==> src/rtl/polar_crc_encoder_param.sv <==
// CRC-aided polar encoder: serial CRC over a K-bit message, info-set mapping,
// then an N-point polar transform run one butterfly stage per cycle.
module polar_crc_encoder_param #(
  parameter int                    LOG2N     = 6,
  parameter int                    K         = 24,
  parameter int                    CRC_W     = 16,
  parameter logic [CRC_W-1:0]      CRC_POLY  = 16'h1021,
  parameter logic [CRC_W-1:0]      CRC_INIT  = 16'hFFFF,
  parameter logic [(1<<LOG2N)-1:0] INFO_MASK = {{40{1'b1}}, {24{1'b0}}}
) (
  input  logic                    clk,
  input  logic                    rst_n,
  input  logic                    in_valid,
  output logic                    in_ready,
  input  logic [K-1:0]            data_in,
  output logic                    out_valid,
  input  logic                    out_ready,
  output logic [(1<<LOG2N)-1:0]   codeword,
  output logic                    busy
);

  localparam int N     = 1 << LOG2N;
  localparam int M     = K + CRC_W;
  localparam int CNT_W = (K > 1) ? $clog2(K) : 1;
  localparam int STG_W = (LOG2N > 1) ? $clog2(LOG2N) : 1;

  typedef enum logic [2:0] {
    S_IDLE  = 3'd0,
    S_CRC   = 3'd1,
    S_LOAD  = 3'd2,
    S_XFORM = 3'd3,
    S_OUT   = 3'd4
  } state_t;

  function automatic int popcount(input logic [N-1:0] v);
    int c;
    c = 0;
    for (int i = 0; i < N; i++) c += int'(v[i]);
    return c;
  endfunction

  // Elaboration guard: the info set must hold exactly message plus CRC bits.
  if (popcount(INFO_MASK) != M) begin : g_mask_check
    $fatal(1, "INFO_MASK popcount must equal K+CRC_W");
  end

  // Bit i is set when index i has bit t clear, i.e. is the upper leg of a stage-t butterfly.
  function automatic logic [N-1:0] stage_mask(input int t);
    logic [N-1:0] m;
    m = '0;
    for (int i = 0; i < N; i++) m = {(((i >> t) & 1) == 0), m[N-1:1]};
    return m;
  endfunction

  function automatic logic [N-1:0] xform_stage(input logic [N-1:0] x, input logic [STG_W-1:0] s);
    logic [N-1:0] r;
    r = x;
    for (int t = 0; t < LOG2N; t++) begin
      if (s == t[STG_W-1:0]) r = x ^ ((x >> (1 << t)) & stage_mask(t));
    end
    return r;
  endfunction

  // Walk u from the top index down, feeding masked slots from m's MSB onward.
  function automatic logic [N-1:0] map_info(input logic [M-1:0] m);
    logic [N-1:0] u;
    logic [M-1:0] mm;
    u  = '0;
    mm = m;
    for (int i = N - 1; i >= 0; i--) begin
      if (INFO_MASK[i]) begin
        u[i] = mm[M-1];
        mm   = mm << 1;
      end
    end
    return u;
  endfunction

  state_t             state_r, state_s;
  logic [K-1:0]       data_r;
  logic [CRC_W-1:0]   crc_r;
  logic [CNT_W-1:0]   cnt_r;
  logic [STG_W-1:0]   stg_r;
  logic [N-1:0]       x_r;
  logic [N-1:0]       codeword_r;
  logic               out_valid_r;
  logic               busy_r;
  logic               in_ready_r;

  logic               accept_s;
  logic               done_s;
  logic               last_bit_s;
  logic               last_stg_s;
  logic               crc_fb_s;
  logic [CRC_W-1:0]   crc_nxt_s;
  logic [N-1:0]       x_nxt_s;

  assign accept_s   = in_valid && in_ready_r;
  assign done_s     = out_valid_r && out_ready;
  assign last_bit_s = (cnt_r == {CNT_W{1'b0}});
  assign last_stg_s = (stg_r == STG_W'(LOG2N - 1));
  assign crc_fb_s   = crc_r[CRC_W-1] ^ data_r[cnt_r];
  assign crc_nxt_s  = (crc_r << 1) ^ (crc_fb_s ? CRC_POLY : {CRC_W{1'b0}});
  assign x_nxt_s    = xform_stage(x_r, stg_r);

  assign in_ready  = in_ready_r;
  assign out_valid = out_valid_r;
  assign codeword  = codeword_r;
  assign busy      = busy_r;

  // Next-state logic.
  always_comb begin
    state_s = state_r;
    case (state_r)
      S_IDLE: begin
        if (accept_s) state_s = S_CRC;
        else          state_s = S_IDLE;
      end
      S_CRC: begin
        if (last_bit_s) state_s = S_LOAD;
        else            state_s = S_CRC;
      end
      S_LOAD:  state_s = S_XFORM;
      S_XFORM: begin
        if (last_stg_s) state_s = S_OUT;
        else            state_s = S_XFORM;
      end
      S_OUT: begin
        if (done_s) state_s = S_IDLE;
        else        state_s = S_OUT;
      end
      default: state_s = S_IDLE;
    endcase
  end

  // State register.
  always_ff @(posedge clk) begin
    if (!rst_n) state_r <= S_IDLE;
    else        state_r <= state_s;
  end

  // Datapath, counters and registered outputs.
  always_ff @(posedge clk) begin
    if (!rst_n) begin
      data_r      <= '0;
      crc_r       <= '0;
      cnt_r       <= '0;
      stg_r       <= '0;
      x_r         <= '0;
      codeword_r  <= '0;
      out_valid_r <= 1'b0;
      busy_r      <= 1'b0;
      in_ready_r  <= 1'b0;
    end else begin
      in_ready_r <= (state_s == S_IDLE);
      busy_r     <= (state_s != S_IDLE);
      case (state_r)
        S_IDLE: begin
          if (accept_s) begin
            data_r <= data_in;
            crc_r  <= CRC_INIT;
            cnt_r  <= CNT_W'(K - 1);
          end
        end
        S_CRC: begin
          crc_r <= crc_nxt_s;
          if (!last_bit_s) cnt_r <= cnt_r - CNT_W'(1);
        end
        S_LOAD: begin
          x_r   <= map_info({data_r, crc_r});
          stg_r <= '0;
        end
        S_XFORM: begin
          x_r <= x_nxt_s;
          if (last_stg_s) begin
            codeword_r  <= x_nxt_s;
            out_valid_r <= 1'b1;
          end else begin
            stg_r <= stg_r + STG_W'(1);
          end
        end
        S_OUT: begin
          if (done_s) out_valid_r <= 1'b0;
        end
        default: ;
      endcase
    end
  end

endmodule

==> config.mk <==
export PLATFORM = sky130hd
export DESIGN_NAME = polar_crc_encoder_param
export DESIGN_NICKNAME = d
export VERILOG_FILES = /design/src/rtl/polar_crc_encoder_param.sv
export SDC_FILE = /design/constraint.sdc
export NUM_CORES = 1
export LEC_CHECK = 0
export CORE_ASPECT_RATIO = 1.4
export CORE_UTILIZATION = 40
export CTS_CLUSTER_SIZE = 40
export DETAILED_ROUTE_END_ITERATION = 8
export REMOVE_ABC_BUFFERS = 1
export SLEW_MARGIN = 30
export SYNTH_ARGS = -nofsm -noshare
export SYNTH_HDL_FRONTEND = slang
export SYNTH_SLANG_ARGS = --single-unit
==> constraint.sdc <==
create_clock -name clk -period 5.8 [get_ports clk]
set_input_delay 0.58 -clock clk [delete_from_list [all_inputs] [get_ports clk]]
set_output_delay 0.58 -clock clk [all_outputs]
set_load 0.02 [all_outputs]
==> results of run 1 <==
## power by group
part / leakage (nW) / total (W) / internal, W / switching (W)
registers: 1.47 / 0.00161 / 0.00139 / 0.000222
clock network: 0.285 / 0.00118 / 0.000652 / 0.000532
logic: 1.95 / 0.000869 / 0.000326 / 0.000543
total: 3.71 / 0.00367 / 0.00237 / 0.00130
## worst min-delay path: cells and delay by family, from the launching register on
kind	cells	cell delay (ns)
flops	1	0.31
simple gates	2	0.10
## metrics by stage
stage | util | instances | instance area (um2) | hold slack [ns] | setup slack (ns)
2_1_floorplan | - | 1117 | 9030 | 0.442 | 0.306
3_3_place_gp | 0.451 | 1537 | 10500 | 0.442 | 2.85
3_5_place_dp | 0.451 | 1537 | 10500 | 0.447 | 2.77
4_1_cts | 0.476 | 1569 | 11100 | 0.456 | 2.75
5_1_grt | 0.477 | 1570 | 11100 | 0.469 | 2.60
6_report | 0.477 | 1570 | 11100 | 0.453 | 2.85
## metal layers
layer  track usage  vias to the layer above
met2         0.425                      371
met1         0.320                     4335
met5             0                        -
li1              -                     4398
met3        0.0380                       80
met4         0.141                        0
## cell usage after synthesis (all sizes together) (8+ instances only)
cell type | n | area (um2)
o21ai | 77 | 385
nand3 | 27 | 135
dfxtp | 182 | 3640
inv | 14 | 52.6
mux2i | 8 | 80.1
buf | 47 | 269
a21oi | 157 | 786
and2 | 15 | 96.4
clkbuf | 71 | 267
a22oi | 32 | 245
a21o | 11 | 82.6
nand2 | 199 | 747
o22ai | 13 | 81.3
a31oi | 12 | 75.1
nand2b | 8 | 50.1
nor2b | 11 | 68.8
a211oi | 20 | 150
xor2 | 20 | 175
nor2 | 101 | 382
nor3 | 28 | 150
nand3b | 11 | 82.6
or3 | 11 | 68.8
xnor2 | 30 | 263
a221oi | 9 | 91.3
and3 | 11 | 68.8
## sequential cells by signal (all words and copies together), names as in the netlist
name	count
codeword	64
x_r	64
data_r	24
crc_r	16
cnt_r	5
state_r	3
stg_r	3
busy	1
in_ready	1
out_valid	1
## worst min path at each step
stage | startpoint | to | slack (ns) | depth (start not counted)
floorplan | data_r[5] | data_r[5] | 0.44 | 2
global placement | codeword[22] | codeword[22] | 0.44 | 2
detailed placement | codeword[30] | codeword[30] | 0.45 | 2
CTS | codeword[17] | codeword[17] | 0.46 | 2
global route | codeword[17] | codeword[17] | 0.47 | 2
finish | codeword[17] | codeword[17] | 0.45 | 2
## cells by family after synthesis
| family | after synthesis | share of synthesized area |
|---|---|---|
| flip-flops | 182 | 0.381 |
| XOR/XNOR | 50 | 0.0458 |
| AO/OA/AOI/OAI | 394 | 0.256 |
| buffers and inverters | 132 | 0.0615 |
| adder cells (fa/ha/maj) | 7 | 0.00915 |
| AND/OR/NAND/NOR | 455 | 0.223 |
| multiplexers | 15 | 0.0237 |
## final cells by class
type / count / area (um2)
clock buffer: 19 / 443
tap: 306 / 383
clock inverter: 13 / 143
multi-input combinational: 921 / 5350
sequential: 182 / 3640
fill: 2339 / 12200
timing repair buffer: 115 / 1130
inverter: 14 / 55.1
==> out/results.ini, run 1 <==
[yosys]
synth_warnings=0
synth_edf_count=0
ys_seq_elements=182
netlist_area_mm2=0.00957
synthArstFlopShare=0
synth.distinct_cells=74
ys_seq_area_frac=0.381
avgSynthCellArea_um2=7.75
synth-main-ff-cell=dfxtp_1
synth_cells=1235

[finish]
nets=1286
syn2layout_area_growth_pct=16.5
layout_commonest_cell=nand2_1
drive_above_1_share=0.0641
diodes=0
most-common-layout-cells=nand2_1 (199), dfxtp_1 (181), a21oi_1 (157)

[floorplanning]
boundaryPins=95
die_w_um=133
core_area_mm2=0.0234
fp.dieH_um=185
rows=66
start_util=0.409
die_area_mm2=0.0245

[drt]
via_count=9184
drt_iter0_drc=740
vias_per_cell=5.85
dr.pass1.iters=7
wl_met1_mm=12.7
drtAntennaViolNets=0
wire_per_inst_um=19.5
wl_mm=30.6
wl_met2_mm=14.6
drcViolationCount=0
dr_wl_met3_mm=1.92
topRoutingLayerUsed=met4

[grt]
grt_use_total=0.256
grt_start_max_net_pins=84
grt_pass1_wl_mm=48.8
overflow=0
grt_pass1_vias=8552
antenna_found_initial=0

[setup_path]
start_kind=register
critPathArrivalTime_ns=3.27
crit_family=adder cells
r2r_start=stg_r[0]
cp_common_cell=ha_1
cp-end-kind=register
crit_fanout=37
startpoint=stg_r[0]
required_ns=6.11
path_cells=ha_1, ha_1, buf_4, nor3b_2, nor2b_1, o311ai_0, o21ai_0, mux2i_1, a21oi_1
critical_path.max_stage_delay_ns=0.57
critical_path_depth=9
ff2ff_path_depth=9
critPathSlowestCell=ha_1
r2r_slack_ns=2.85
r2r-end=x_r[0]
worst-path-buf-inv=1
path_class=register to register
cp-endpoint=x_r[0]

[clocking]
clk_latency_ns=0.45
cts_setup_buffers=0
cts-root-buf=clkbuf_16
clk_pin_slew_worst_paths_ns=0.07
cts_resized=0
htreeDepth=4
clockBufferDepth=2
numCtsBuffers=17
tritoncts=yes
numClockSinks=182
hold_buffers=0

[status]
run_status=completed

[timing]
finClkSkew_ns=0.0120
rsz0062_at_grt=no
worstMarginPinSlew_ns=0.914
finalHoldViolCount=0
final_max_slew_viol_count=0
max_freq_ghz=0.339
setup-tns-final_ns=0
period_share=0.509
finalSetupViolations=0
fin_crit_ns=2.95
relSlewSlack=0.388

[placed_design]
place_hpwl_mm=20.4
port_buffers=94
gp_congestion=0.900

[power_and_ir_drop]
p_leak_nw=3.71
ir_worst_vdd_uv=228
total_power_w=0.00367
p_per_area_mw_per_mm2=329

[run]
cap_violations=0

[hold_path]
min_path_type=register to register

Power figures use the tool's default switching activity.
==> inputs of run 2 (changes only) <==
Clock period 5.8 ns to 2.75 ns, I/O delays scaled along.
==> out/results.ini, run 2 (synthesis results as in run 1) <==
[grt]
grt_pass1_wl_mm=50.4  ; +3.4%
grt_use_total=0.269  ; +0.0125
antenna_found_initial=0  ; unchanged
overflow=0  ; unchanged
grt_pass1_vias=8722  ; +2.0%
grt_start_max_net_pins=72  ; -14%

[power_and_ir_drop]
ir_worst_vdd_uv=419  ; +83%
clock_power_share=0.307  ; -0.016
p_leak_nw=3.87  ; +4.3%
power_switching_w=0.00282  ; +120%
comb_power_share=0.252  ; +0.015
switching_share=0.366  ; +0.0124
p_int_w=0.00488  ; +110%
total_power_w=0.00770  ; +110%
p_per_area_mw_per_mm2=676  ; +110%
p_seq_frac=0.441  ; about the same

[drt]
drt_iter0_drc=860  ; +16%
wire_per_inst_um=20.2  ; +3.4%
drtAntennaViolNets=0  ; unchanged
wl_mm=32.3  ; +5.6%
drcViolationCount=0  ; unchanged
vias_per_cell=5.79  ; -0.97%
dr.pass1.iters=5  ; -2
via_count=9292  ; +1.2%

[timing]
rsz0062_at_grt=no
relSlewSlack=0.472  ; +0.0838
max_freq_ghz=0.396  ; +17%
setup_ws_ns=0.222  ; -2.63 ns
finalSetupViolations=0  ; unchanged
period_share=0.919  ; +0.410
hold_ws_ns=0.273  ; -0.180 ns
worstMarginPinSlew_ns=0.792  ; -0.122 ns
final_max_slew_viol_count=0  ; unchanged
finClkSkew_ns=0.0159  ; +0.00397 ns
finalHoldViolCount=0  ; unchanged
fin_crit_ns=2.53  ; -0.424 ns

[clocking]
clk_latency_ns=0.45  ; about the same
numCtsBuffers=17  ; unchanged
clockBufferDepth=2  ; unchanged
cts-root-buf=clkbuf_16
clk_pin_slew_worst_paths_ns=0.08  ; about the same
numClockSinks=182  ; unchanged
cts_resized=0  ; unchanged
tritoncts=yes
htreeDepth=4  ; unchanged
cts_setup_buffers=0  ; unchanged
hold_buffers=0  ; unchanged

[setup_path]
required_ns=3.13  ; -2.98 ns
start_kind=register
critical_path.max_stage_delay_ns=0.41  ; -0.16 ns
critPathArrivalTime_ns=2.91  ; -0.36 ns
cp_common_cell=buf_4
crit_fanout=9  ; -76%
path_cells=inv_1, ha_1, buf_4, nor4b_4, buf_4, a22oi_1, o21ai_0, nand4b_1, a21o_1, a21oi_1
r2r_slack_ns=0.22  ; -2.63 ns
path_class=register to register
r2r_start=stg_r[0]
ff2ff_path_depth=10  ; +1
worst-path-buf-inv=3  ; +2
critPathSlowestCell=dfxtp_1
crit_family=compound AO/OA/AOI/OAI gates
cp-end-kind=register
r2r-end=x_r[42]

[hold_path]
hold_depth=2  ; unchanged
worstHoldStart=rst_n
min_to=x_r[34]
min_path_type=input pin to register

[floorplanning]
core_area_mm2=0.0234  ; unchanged
fp.dieH_um=185  ; unchanged
start_util=0.409  ; unchanged
die_w_um=133  ; unchanged
die_area_mm2=0.0245  ; unchanged
rows=66  ; unchanged
boundaryPins=95  ; unchanged

[placed_design]
placed_cells=1572  ; +2.3%
place_hpwl_mm=22.7  ; +11%
place_area_mm2=0.0108  ; +2.8%
gp_congestion=0.909  ; +1.0%
dp_worst_setup_slack_ns=0.299  ; -2.47 ns
port_buffers=94  ; unchanged

[finish]
drive_above_1_share=0.0886  ; +0.0245
nets=1320  ; +2.6%
fin_cells=1604  ; +2.2%
stdcell_area_mm2=0.0114  ; +2.2%
most-common-layout-cells=nand2_1 (199), dfxtp_1 (181), a21oi_1 (157)
layout_commonest_cell=nand2_1
syn2layout_area_growth_pct=19.0
diodes=0  ; unchanged

[run]
cap_violations=0  ; unchanged

[status]
run_status=completed

-- run 2: power by group through the flow --
stage,registers (W),clock network [W],logic (W)
4_1_cts,0.00338,0.00241,0.00194
5_1_grt,0.00343,0.00253,0.00215
6_report,0.00340,0.00236,0.00194
2_1_floorplan,0.00332,0,0.00122
3_5_place_dp,0.00344,0,0.00194
3_3_place_gp,0.00344,0,0.00191
-- run 2: metal layers --
layer,routed length (um),track usage
met1,13600,0.328
met3,1600,0.0427
met5,0,0
met2,15900,0.460
met4,1260,0.131
-- run 2: cell type report --
type / instances / area, um2
Clock buffer: 18 / 439
Clock inverter: 14 / 119
Fill cell: 2325 / 12000
Inverter: 14 / 55.1
Multi-Input combinational cell: 921 / 5350
Sequential cell: 182 / 3640
Tap cell: 306 / 383
Timing Repair Buffer: 149 / 1400
-- run 2: worst max-delay path by stage --
stage / from / endpoint / slack, ns / cells past startpoint
after CTS: stg_r[0] / x_r[62] / 0.28 / 10
after global routing: stg_r[0] / x_r[42] / 0.04 / 10
final: stg_r[0] / x_r[42] / 0.22 / 10
after floorplan: state_r[1] / codeword[43] / -2.74 / 5
after detailed placement: stg_r[0] / x_r[62] / 0.30 / 10
after global placement: stg_r[0] / x_r[62] / 0.33 / 10
-- run 2: worst reg2reg max path, stage by stage, from the launching register on --
cell      delay, ns
dfxtp_1        0.41
inv_1          0.09
ha_1           0.32
buf_4          0.22
nor4b_4        0.39
buf_4          0.23
a22oi_1        0.07
o21ai_0        0.29
nand4b_1       0.13
a21o_1         0.19
a21oi_1        0.12
-- run 2: metrics by stage --
stage          utilization  setup TNS (ns)
4_1_cts              0.487               0
5_1_grt              0.487               0
3_5_place_dp         0.463               0
6_report             0.487               0
2_1_floorplan            -         -184.76
3_3_place_gp         0.463               0
